`src/rtl/text_console.sv`:
```
// ---------------------------------------------------------------------------
// text_console
//
// Character-stream front end for the text display. Characters arrive over a
// valid/ready handshake; the block keeps a cursor, interprets a small set of
// control codes and issues one frame-buffer cell write per cycle.
//
// Cell format : {R[7:0], G[7:0], B[7:0], char[7:0]}
// Cell address: {19'd0, row[5:0], col[6:0]}
//
// Ports
//   iClk        system clock (same domain as the frame buffer)
//   iRst        synchronous, active-high reset; restarts a full screen clear
//   iValid      producer has a character on iChar/iColor
//   oReady      block accepts a character this cycle (state == IDLE)
//   iChar       character code
//   iColor      {R,G,B} foreground, sampled together with iChar
//   oWriteEn    frame-buffer write strobe (registered)
//   oWAddr      frame-buffer cell address (registered)
//   oWData      frame-buffer cell data (registered)
//   oCursorRow  current cursor row
//   oCursorCol  current cursor column
//   oBusy       high while a screen or line clear is running
//
// Control codes
//   0x08 backspace, 0x0A newline, 0x0C form feed, 0x0D carriage return.
//   Every other code is printable. There is no scrolling: advancing past the
//   last row wraps to row 0, and every row entered is blanked first.
// ---------------------------------------------------------------------------
module text_console #(
  parameter int          COLS        = 80,
  parameter int          ROWS        = 30,
  parameter logic [7:0]  BLANK_CHAR  = 8'h20,
  parameter logic [23:0] BLANK_COLOR = 24'h000000
) (
  input  logic        iClk,
  input  logic        iRst,
  input  logic        iValid,
  output logic        oReady,
  input  logic [7:0]  iChar,
  input  logic [23:0] iColor,
  output logic        oWriteEn,
  output logic [31:0] oWAddr,
  output logic [31:0] oWData,
  output logic [5:0]  oCursorRow,
  output logic [6:0]  oCursorCol,
  output logic        oBusy
);

  // Cell counter must at least cover a whole screen; never narrower than 12.
  localparam int CELLS_N = ROWS * COLS;
  localparam int CNT_W   = ($clog2(CELLS_N + 1) > 12) ? $clog2(CELLS_N + 1) : 12;

  localparam logic [5:0]       LAST_ROW   = 6'(ROWS - 1);
  localparam logic [6:0]       LAST_COL   = 7'(COLS - 1);
  localparam logic [CNT_W-1:0] SCREEN_CNT = CNT_W'(CELLS_N);
  localparam logic [CNT_W-1:0] LINE_CNT   = CNT_W'(COLS);
  localparam logic [31:0]      BLANK_WORD = {BLANK_COLOR, BLANK_CHAR};

  localparam logic [7:0] CH_BS = 8'h08;
  localparam logic [7:0] CH_LF = 8'h0A;
  localparam logic [7:0] CH_FF = 8'h0C;
  localparam logic [7:0] CH_CR = 8'h0D;

  typedef enum logic [1:0] {
    CLEAR_SCREEN = 2'd0,
    IDLE         = 2'd1,
    CLEAR_LINE   = 2'd2
  } state_t;

  state_t            state;
  logic [5:0]        cur_row;
  logic [6:0]        cur_col;
  logic [5:0]        clr_row;
  logic [6:0]        clr_col;
  logic [CNT_W-1:0]  clr_cnt;
  logic [5:0]        nxt_row;

  // Frame-buffer address of a cell.
  function automatic logic [31:0] cell_addr(input logic [5:0] r, input logic [6:0] c);
    return {19'd0, r, c};
  endfunction

  // Row that follows r, wrapping from the last row back to the top.
  function automatic logic [5:0] row_after(input logic [5:0] r);
    return (r == LAST_ROW) ? 6'd0 : r + 6'd1;
  endfunction

  assign nxt_row    = row_after(cur_row);
  assign oReady     = (state == IDLE);
  assign oBusy      = ~oReady;
  assign oCursorRow = cur_row;
  assign oCursorCol = cur_col;

  // Single registered FSM; every frame-buffer output leaves on a flop.
  always_ff @(posedge iClk) begin
    if (iRst) begin
      // Abandon whatever was running; the clear starts from cell 0 next cycle.
      state    <= CLEAR_SCREEN;
      cur_row  <= 6'd0;
      cur_col  <= 7'd0;
      clr_row  <= 6'd0;
      clr_col  <= 7'd0;
      clr_cnt  <= '0;
      oWriteEn <= 1'b0;
      oWAddr   <= 32'd0;
      oWData   <= 32'd0;
    end else begin
      case (state)
        CLEAR_SCREEN: begin
          if (clr_cnt == SCREEN_CNT) begin
            oWriteEn <= 1'b0;
            state    <= IDLE;
          end else begin
            oWriteEn <= 1'b1;
            oWAddr   <= cell_addr(clr_row, clr_col);
            oWData   <= BLANK_WORD;
            clr_cnt  <= clr_cnt + CNT_W'(1);
            // Row-major walk that stops at COLS-1; columns beyond are skipped.
            if (clr_col == LAST_COL) begin
              clr_col <= 7'd0;
              clr_row <= clr_row + 6'd1;
            end else begin
              clr_col <= clr_col + 7'd1;
            end
          end
        end

        CLEAR_LINE: begin
          if (clr_cnt == LINE_CNT) begin
            oWriteEn <= 1'b0;
            state    <= IDLE;
          end else begin
            oWriteEn <= 1'b1;
            oWAddr   <= cell_addr(clr_row, clr_col);
            oWData   <= BLANK_WORD;
            clr_cnt  <= clr_cnt + CNT_W'(1);
            clr_col  <= clr_col + 7'd1;
          end
        end

        IDLE: begin
          oWriteEn <= 1'b0;
          if (iValid) begin
            case (iChar)
              CH_LF: begin
                // The first blank of the new row goes out on the accept edge
                // so the clear occupies exactly the next COLS cycles.
                cur_row  <= nxt_row;
                cur_col  <= 7'd0;
                oWriteEn <= 1'b1;
                oWAddr   <= cell_addr(nxt_row, 7'd0);
                oWData   <= BLANK_WORD;
                clr_row  <= nxt_row;
                clr_col  <= 7'd1;
                clr_cnt  <= CNT_W'(1);
                state    <= CLEAR_LINE;
              end

              CH_CR: begin
                cur_col <= 7'd0;
              end

              CH_BS: begin
                // No reverse wrap: backspace at column 0 is a no-op.
                if (cur_col != 7'd0) begin
                  cur_col  <= cur_col - 7'd1;
                  oWriteEn <= 1'b1;
                  oWAddr   <= cell_addr(cur_row, cur_col - 7'd1);
                  oWData   <= BLANK_WORD;
                end
              end

              CH_FF: begin
                // Same early-first-write trick as newline, for the whole screen.
                cur_row  <= 6'd0;
                cur_col  <= 7'd0;
                oWriteEn <= 1'b1;
                oWAddr   <= cell_addr(6'd0, 7'd0);
                oWData   <= BLANK_WORD;
                clr_row  <= 6'd0;
                clr_col  <= 7'd1;
                clr_cnt  <= CNT_W'(1);
                state    <= CLEAR_SCREEN;
              end

              default: begin
                oWriteEn <= 1'b1;
                oWAddr   <= cell_addr(cur_row, cur_col);
                oWData   <= {iColor, iChar};
                if (cur_col == LAST_COL) begin
                  // The character write owns this edge, so the line clear
                  // starts one cycle later from column 0.
                  cur_col <= 7'd0;
                  cur_row <= nxt_row;
                  clr_row <= nxt_row;
                  clr_col <= 7'd0;
                  clr_cnt <= '0;
                  state   <= CLEAR_LINE;
                end else begin
                  cur_col <= cur_col + 7'd1;
                end
              end
            endcase
          end
        end

        default: begin
          // Unreachable encoding: recover through a full screen clear.
          state    <= CLEAR_SCREEN;
          clr_row  <= 6'd0;
          clr_col  <= 7'd0;
          clr_cnt  <= '0;
          oWriteEn <= 1'b0;
        end
      endcase
    end
  end

endmodule

```
`config.mk`:
```
export PLATFORM = sky130hd
export DESIGN_NAME = text_console
export DESIGN_NICKNAME = d
export VERILOG_FILES = /design/src/rtl/text_console.sv
export SDC_FILE = /design/constraint.sdc
export NUM_CORES = 1
export LEC_CHECK = 0
export CORE_UTILIZATION = 58
export CTS_CLUSTER_SIZE = 24
export DETAILED_ROUTE_END_ITERATION = 10
export DONT_BUFFER_PORTS = 1
export GPL_ROUTABILITY_DRIVEN = 0
export PLACE_DENSITY = 0.76
export SETUP_SLACK_MARGIN = 0.3
export SKIP_CTS_REPAIR_TIMING = 1
export SLEW_MARGIN = 15
export SYNTH_ARGS = -nofsm -noshare
export SYNTH_HDL_FRONTEND = slang
export SYNTH_SLANG_ARGS = --single-unit
```
`constraint.sdc`:
```
create_clock -name iClk -period 2.43 [get_ports iClk]
set_input_delay 0.3645 -clock iClk [delete_from_list [all_inputs] [get_ports iClk]]
set_output_delay 0.3645 -clock iClk [all_outputs]
set_load 0.05 [all_outputs]
```
==> impl_results.md <==
* WL/cell at 18.5 um
* Max Cap Viol at 0
* WS Path Type: register to register
* Num rows at 32
* XOR/XNOR Fraction of Synth Area at 0.0129
* Worst path required time at 2.74 ns
* GRT Util Overall at 0.286
* Mux contribution to synthesized area at 0.00844
* CP Capture Type: register
* Fraction of the mapped netlist area in simple logic gates at 0.261
* YS warnings at 0
* Reg2reg path depth at 8
* Die Y-Extent at 92.4 um
* Asr flop ratio synth at 0
* Multi-input logic area at 2860 um2
* Total Nets Final at 670
* Hold Crit Depth at 1
* Largest net degree at the start of global routing at 95
* Final Cell Area at 5480 um2
* Main combinational cell family by area after synthesis: simple AND/OR/NAND/NOR gates
* Period utilisation layout at 0.883
* Starting Density at 0.608
* # port buffers at 0
* Clock Pin Slew Worst Setup and Hold Paths at 0.11 ns
* Number of remaining DRC errors at 0
* CTS tree: yes
* Final Skew at 0.0173 ns
* Share of the synthesized area in the top cell type at 0.363
* RSZ-0062 raised after global routing: yes
* Setup-failing EPs final at 0
* FF+latch count, synth at 86
* Reg area at 1740 um2
* Routed WL at 13.6 mm
* Routed Antenna Nets at 0
* Clock sinks at 86
* Main area contributors after synthesis: dfxtp_1 (36%), a21oi_1 (7.1%), nand2_1 (5.8%)
* Final hold violation count at 0
* R2R Path Start: oCursorCol[0]
* Leakage power at 1.94 nW
* Reg2reg setup slack at 0.28 ns
* Count leader, synth: dfxtp_1
* Post-DP HPWL at 8.50 mm
* Pwr/cell area at 476 nW/um2
* EDFF count, synth at 0
* Worst Hold End: oCursorRow[3]
* Compound-Gate Fraction of Synth Area at 0.245
* Hold Crit Start: iRst
* Fillers at 638
* Via count at 4828
* Critical path depth in cells at 8
* Slew margin rel. at 0.525
* Core area at 7810 um2
* CP bufs+invs at 1
* Peak supply drop at 0.000254 V
* Congestion Overflow GR at 0
* Die W at 92.4 um
* Vias in the first global route at 4047
* Status: finished clean
* DRT iter0 DRCs at 450
* CP peak stage delay at 0.51 ns
* Largest area contributor in the netlist: dfxtp_1
* Synth Area in Adders at 0.0237
* First-pass GRT wire length at 19.6 mm
* Area delta synth->final at 15.5%
* FF-to-FF End: clr_row[2]
* # IOs at 115
* Post-synthesis cell area at 4740 um2
* Critical path arrival at 2.46 ns
* Max Fanout on Critical Path at 8
* Avg Inst Size Synth at 7.73 um2
* DR pass1 iterations at 5
* Diodes inserted at 0
* Least-Margin Pin Slew at 0.708 ns
* CP Launch Type: register
* HP Class: input pin to register
* Pins Over Slew Limit at 0
* Ratio of cells with drive above 1 in the final layout at 0.189
* Fmax at 0.466 GHz
* Skew-Pair Late Insertion Delay at 0.38 ns
* Die area at 8540 um2
* Synth cell count leaders: dfxtp_1 (86), nand2_1 (73), a21oi_1 (67)
* Clock root buffer: clkbuf_8
* Critical path's top delay family: simple AND/OR/NAND/NOR gates
* Setup_tns at 0 ns
* Mapped Cells at 614
* Clock Tree Buf Depth at 2
* Final core occ at 0.702
* Via density at 6.59
* Ys flop type: dfxtp_1
* Placed cell area at 4940 um2
* Crit-path slowest cell: or4_4
* Initial antenna violation count at 0
* TritonCTS buffer count at 9
* Sequential area share after synthesis at 0.363
* Cell variety after synth at 68
* Post-layout minimum cycle time at 2.15 ns
* CTS HTree Levels at 3
* Critical Path, Cell by Cell: ha_4, and3_4, and3_4, a21oi_2, o21a_1, buf_6, or4_4, a21oi_2
[power by group]
group,internal [mW],switching [mW],total (mW)
combinational,0.0368,0.0963,0.133
sequential,1.42,0.0298,1.45
clock,0.407,0.620,1.03
total,1.86,0.746,2.61
[layout make-up]
| cell class | count | area share |
|---|---|---|
| multi-input combinational | 464 | 0.522 |
| sequential | 86 | 0.318 |
| timing repair buffer | 50 | 0.0884 |
| tap | 102 | 0.0233 |
| clock buffer | 9 | 0.0226 |
| clock inverter | 7 | 0.0139 |
| inverter | 15 | 0.0112 |
[cells by family (layout without fill, tap and decap cells)]
logic type	after synthesis	count (layout)
multiplexers	4	4
adder cells (fa/ha/maj)	9	9
AO/OA/AOI/OAI	178	178
buffers and inverters	82	81
other	1	19
XOR/XNOR	7	7
AND/OR/NAND/NOR	247	247
flip-flops	86	86
[registers in the layout, summed over array words and instances (netlist names)]
| name | count |
|---|---|
| clr_cnt | 12 |
| state | 2 |
| oWAddr | 13 |
| oCursorCol | 7 |
| oWData | 32 |
| oWriteEn | 1 |
| clr_col | 7 |
| oCursorRow | 6 |
| clr_row | 6 |
[how the worst max path moves through the flow]
| stage | start | to |
|---|---|---|
| global placement | iChar[5] | clr_col[3] |
| CTS | oCursorCol[0] | clr_col[3] |
| detailed placement | oCursorCol[0] | clr_cnt[10] |
| finish | oCursorCol[0] | clr_row[2] |
| global route | oCursorCol[3] | oWAddr[0] |
| floorplan | oCursorCol[0] | oCursorRow[2] |
[layer usage]
metal | up-vias | GRT usage | part of all wire | wire length (um)
li1 | 2229 | - | - | -
met1 | 2284 | 0.386 | 0.42 | 5670
met2 | 286 | 0.454 | 0.47 | 6450
met3 | 29 | 0.0501 | 0.090 | 1220
met4 | 0 | 0.112 | 0.019 | 260
met5 | - | 0 | 0 | 0
[through the flow]
stage	setup slack [ns]	cells	hold WS, ns	total power, mW
after floorplan	0.251	632	0.462	1.64
after global placement	0.148	702	0.436	1.60
after detailed placement	0.0631	702	0.440	1.61
after CTS	0.0336	718	0.0299	2.61
after global routing	0.172	733	0.0447	2.69
final	0.284	733	0.0471	2.61
[cells in the final DEF, fill, tap and decap left out, drive strengths merged, types with 3 or more instances in the layout]
cell type and n:
dfxtp 86, nand2 73, a21oi 67, nand3 49, buf 47, nor2 39, o21ai 27, conb 19
nor3 18, inv 18, o211ai 14, clkbuf 12, nand2b 10, a311oi 10, a211oi 10, ha 9
nand4 7, a31oi 7, and3 7, nor2b 6, or4 6, o31ai 6, nor3b 5, nor4b 5
nor4 5, or3 5, xor2 4, mux2i 4, clkinv 4, or2 4, xnor2 3, a41oi 3
a31o 3, a211o 3, o21a 3
(Power assumes the default switching activity.)
